--- src/rtl/uart_pkg.sv ---
// Shared definitions for the UART receive path: assembler FSM state,
// default byte width and the counter width rule.
package uart_pkg;
  localparam int BYTE_W_DEF = 8;

  typedef enum logic {IDLE, COLLECT} asm_state_t;

  // Counter wide enough to hold 0..n inclusive.
  function automatic int cnt_w(input int n);
    return $clog2(n + 1);
  endfunction
endpackage

--- src/rtl/uart_word_outreg.sv ---
// Single-entry valid/ready output register. busy flags a held word that is
// not draining this cycle, i.e. a new load would overwrite it.
module uart_word_outreg #(
  parameter int W = 128
) (
  input  logic         clk,
  input  logic         rst_n,
  input  logic         load,
  input  logic [W-1:0] load_data,
  input  logic         word_ready,
  output logic         word_valid,
  output logic [W-1:0] word_data,
  output logic         busy
);
  assign busy = word_valid && !word_ready;

  always_ff @(posedge clk or negedge rst_n) begin
    if (!rst_n) begin
      word_valid <= 1'b0;
      word_data  <= '0;
    end else if (load) begin
      word_valid <= 1'b1;
      word_data  <= load_data;
    end else if (word_ready) begin
      word_valid <= 1'b0;
    end
  end
endmodule

--- src/rtl/uart_rx_word_asm.sv ---
// Packs received UART bytes into WORD_BYTES-wide words behind a valid/ready
// register. Define UART_RX_WORD_TIMEOUT_EN to add the inter-byte timeout.
module uart_rx_word_asm
  import uart_pkg::*;
#(
  parameter int BYTE_W      = BYTE_W_DEF,
  parameter int WORD_BYTES  = 16,
  parameter bit MSB_FIRST   = 1'b1,
  parameter int TIMEOUT_CYC = 1024
) (
  input  logic                         clk,
  input  logic                         rst_n,
  input  logic                         en_rx,
  input  logic                         byte_valid,
  input  logic [BYTE_W-1:0]            byte_data,
  input  logic                         byte_err,
  output logic                         word_valid,
  input  logic                         word_ready,
  output logic [BYTE_W*WORD_BYTES-1:0] word_data,
  output logic                         frame_err,
  output logic                         overrun,
  output logic                         timeout
);
  localparam int W     = BYTE_W * WORD_BYTES;
  localparam int CNT_W = cnt_w(WORD_BYTES);

  asm_state_t       state;
  logic [CNT_W-1:0] cnt;
  logic [W-1:0]     asm_reg;
  logic [W-1:0]     shifted;
  logic             acc, last, busy, load, to_hit;

  assign acc     = en_rx && byte_valid && !byte_err;
  assign shifted = MSB_FIRST ? {asm_reg[W-BYTE_W-1:0], byte_data}
                             : {byte_data, asm_reg[W-1:BYTE_W]};
  assign last    = acc && (state == COLLECT) && (cnt == CNT_W'(WORD_BYTES - 1));
  assign load    = last && !busy;

`ifdef UART_RX_WORD_TIMEOUT_EN
  localparam int IDLE_W = cnt_w(TIMEOUT_CYC);
  logic [IDLE_W-1:0] idle_cnt;
  logic              timeout_q;

  assign to_hit  = en_rx && !byte_err && !byte_valid && (state == COLLECT) &&
                   (idle_cnt == IDLE_W'(TIMEOUT_CYC - 1));
  assign timeout = timeout_q;

  // Counts idle clocks inside a word; any byte, error or exit restarts it.
  always_ff @(posedge clk or negedge rst_n) begin
    if (!rst_n) begin
      idle_cnt  <= '0;
      timeout_q <= 1'b0;
    end else begin
      timeout_q <= to_hit;
      if (!en_rx || byte_valid || byte_err || state == IDLE || to_hit)
        idle_cnt <= '0;
      else
        idle_cnt <= idle_cnt + 1'b1;
    end
  end
`else
  assign to_hit  = 1'b0;
  assign timeout = 1'b0;
`endif

  always_ff @(posedge clk or negedge rst_n) begin
    if (!rst_n) begin
      state     <= IDLE;
      cnt       <= '0;
      asm_reg   <= '0;
      frame_err <= 1'b0;
      overrun   <= 1'b0;
    end else begin
      frame_err <= 1'b0;
      overrun   <= 1'b0;
      if (!en_rx || byte_err || to_hit) begin
        state     <= IDLE;
        cnt       <= '0;
        asm_reg   <= '0;
        frame_err <= en_rx && byte_err;
      end else if (byte_valid) begin
        if (last) begin
          // Word leaves the assembler whether or not the output could take it.
          state   <= IDLE;
          cnt     <= '0;
          asm_reg <= '0;
          overrun <= busy;
        end else begin
          state   <= COLLECT;
          cnt     <= cnt + 1'b1;
          asm_reg <= shifted;
        end
      end
    end
  end

  uart_word_outreg #(.W(W)) u_outreg (
    .clk        (clk),
    .rst_n      (rst_n),
    .load       (load),
    .load_data  (shifted),
    .word_ready (word_ready),
    .word_valid (word_valid),
    .word_data  (word_data),
    .busy       (busy)
  );
endmodule

--- config.mk ---
export PLATFORM = sky130hd
export DESIGN_NAME = uart_rx_word_asm
export DESIGN_NICKNAME = d
export VERILOG_FILES = /design/src/rtl/uart_pkg.sv /design/src/rtl/uart_word_outreg.sv /design/src/rtl/uart_rx_word_asm.sv
export SDC_FILE = /design/constraint.sdc
export NUM_CORES = 1
export LEC_CHECK = 0
export CORE_MARGIN = 1
export CORE_UTILIZATION = 30
export DETAILED_ROUTE_END_ITERATION = 8
export HOLD_SLACK_MARGIN = 0.03
export PLACE_DENSITY = 0.47
export SETUP_SLACK_MARGIN = 0.5
export SYNTH_ARGS = -nofsm -noshare
export SYNTH_HDL_FRONTEND = slang
export SYNTH_SLANG_ARGS = --single-unit
--- constraint.sdc ---
create_clock -name clk -period 2.2 [get_ports clk]
set_input_delay 0.44 -clock clk [delete_from_list [all_inputs] [get_ports clk]]
set_output_delay 0.44 -clock clk [all_outputs]
set_load 0.02 [all_outputs]
==> results.toml <==
[synth]
synth_top_area_cell = "dfrtp_1"
yosysSeqAreaShare_pct = 67.9
syn-num-nets = 590
yosysWarnings = 0
syn_area_um2 = 9470
postSynthCellCount = 575
avgSynthCellArea_um2 = 16.5
yosys-top-cells-area = "dfrtp_1 68%, mux2_1 12%, a22o_1 11%"
synth-seq-cells = 257
ys_types = 27
netlist.area_leader.share_pct = 67.9

[clock_tree]
cts_root_buf = "clkbuf_16"
clock_sinks = 257
clk_latency_ps = 540
cts.clk_slew.worst_paths_ps = 60
cts_made_buffers = 28
clk_path_buf_depth = 3
h-tree-depth = 1
cts_tree = "done"

[final_layout]
multi_input_area_um2 = 2930
layout_commonest_cell = "dfrtp_1"
final_cell_mix = "257 x dfrtp_1, 121 x a22o_1, 67 x clkdlybuf4s15_1"
area_delta_synth_final_pct = 38.3
fin_area_um2 = 13100
final_util_pct = 42.5
n_antenna_cell = 0
nets = 779
largest_reg_flops = 128
regArea_um2 = 6430
nFillCells = 2743
drive_gt1_share_pct = 29.3

[critical_path]
cp-end-kind = "register"
slowest_delay_ps = 360
worstSetupPathType = "reg -> reg"
rr_worst_depth = 7
worst_path_most_repeated_cell = "buf_12"
crit_chain = "ha_2 > and4_4 > nand4_4 > buf_12 > buf_12 > clkbuf_16 > mux2_4"
cp.arrival_ps = 2220
r2r_setup_slack_ps = 390
crit_path_top_delay_cell = "dfrtp_1"
critPathLaunchType = "register"
r2r-start = "cnt[1]$_DFFE_PN0P_"
cp_max_fo = 8
worst_ep_required_time_ps = 2610
reg2reg_to = "u_outreg.word_data[75]$_DFFE_PN0P_"

[sta]
setup_viol = 0
max_freq_mhz = 554
fin_crit_ps = 1810
hold_viol = 0
min_period_over_period_pct = 82.1
rsz0062_at_grt = "true"
drv_slew = 0
finalHoldWorstSlack_ps = 392
skew_ps = 14.1
tns_ps = 0

[global_route]
grt_pass1_vias = 6127
grt_first_pass_wirelength_um = 35800
track_usage_pct = 13.9
grt_max_degree = 65
grt_overflow_total = 0
antenna_found_initial = 0

[die]
dieArea_um2 = 32300
io_pins = 146
coreArea_um2 = 30800
initial_utilization_pct = 30.7
die_h_um = 180
die_width_um = 180
fp-row-count = 64

[pwr]
p_leak_nw = 6.65
peakVddDrop_v = 0.000487
power_density_nw_per_um2 = 748

[drt]
dr.pass1.iters = 7
drc = 9
ant_nets = 0
num_vias = 5732
drt_iter0_markers = 279
vias_per_cell = 4.85
wl_um = 24200
wl_per_cell_um = 20.5

[run_status]
violations = "DRC"
outcome = "finished with violations"

[worst_hold_path]
hold_class = "in -> async"

[job]
drv_cap = 0

[placement]
portBuffers = 144
dp_hpwl_um = 13400
gp_congestion = 0.755
placedInstanceArea_um2 = 11400
## worst max path at each step
stage	start	end	slack, ps	cells past startpoint
2_1_floorplan	cnt[0]$_DFFE_PN0P_	u_outreg.word_data[107]$_DFFE_PN0P_	560	6
3_3_place_gp	en_rx	u_outreg.word_data[72]$_DFFE_PN0P_	-10	5
6_report	cnt[1]$_DFFE_PN0P_	u_outreg.word_data[75]$_DFFE_PN0P_	390	7
3_5_place_dp	en_rx	u_outreg.word_data[92]$_DFFE_PN0P_	-60	5
4_1_cts	cnt[0]$_DFFE_PN0P_	u_outreg.word_data[96]$_DFFE_PN0P_	390	6
5_1_grt	cnt[1]$_DFFE_PN0P_	u_outreg.word_data[30]$_DFFE_PN0P_	340	7
## where the power goes
| group | leakage (nW) | internal [mW] | switching (mW) |
|---|---|---|---|
| Clock | 0.461 | 2.84 | 1.88 |
| Combinational | 2.61 | 0.123 | 0.202 |
| Sequential | 3.59 | 4.74 | 0.00697 |
## layer usage
layer / wire (um) / vias to the layer above / global-route usage [%]
li1: - / 2522 / -
met1: 10700 / 3044 / 17.8
met2: 11800 / 123 / 23.4
met3: 1110 / 43 / 3.28
met4: 570 / 0 / 3.93
met5: 0 / - / 0
## final cells by class
class	count	area share [%]
Sequential cell	257	49.1
Timing Repair Buffer	200	17.6
Clock buffer	42	6.37
Tap cell	396	3.78
Clock inverter	10	0.802
Multi-Input combinational cell	277	22.3
## cell usage after synthesis
master / instances
a22o_1: 121
nand3_1: 2
and4_4: 1
and3_1: 1
a21o_1: 1
nand2_1: 2
mux2i_1: 1
conb_1: 1
nand4_2: 1
mux2_1: 100
mux2_4: 20
nor3_1: 1
nand3b_1: 1
nor2_1: 5
nand2b_1: 2
xor2_1: 1
a21oi_2: 1
buf_4: 2
ha_1: 1
dfrtp_1: 257
buf_6: 13
nor2b_1: 2
mux2_2: 9
clkbuf_1: 12
and2_1: 2
buf_2: 14
a221o_1: 1
## through the flow
stage                     setup slack (ps)  cells  power [mW]
after global routing                   339   1182        10.1
after detailed placement             -60.7   1094        5.09
final                                  394   1182        9.79
after global placement               -11.8   1094        5.08
after CTS                              391   1160        9.86
after floorplan                        558    575        4.90
## cells by family (layout without fill, tap and decap cells)
kind of cell	Yosys count	after routing	share of synthesized area, %
compound gates	124	124	11.5
xor+xnor	1	1	0.0925
fa+ha+maj	1	1	0.132
buf+inv	41	252	2.92
flops	257	257	67.9
mux	130	130	16.2
other cells	1	1	0.0396
simple gates	20	20	1.23
## worst max-delay path, delay by kind of cell (launching register included)
kind | cells | cell delay (ps)
adder cells (fa/ha/maj) | 1 | 190
buffers and inverters | 3 | 480
flip-flops | 1 | 360
multiplexers | 1 | 290
AND/OR/NAND/NOR | 2 | 350
## what timing repair did
item                                    in CTS  in global routing
resized for setup                          266                109
gates cloned                                 5                 16
pin swaps                                    0                  5
endpoints found under the hold margin       39                  0
endpoints found under the setup margin     257                311
buffers inserted                             8                  6
hold buffers                                 1                  0
(Power assumes the default switching activity.)
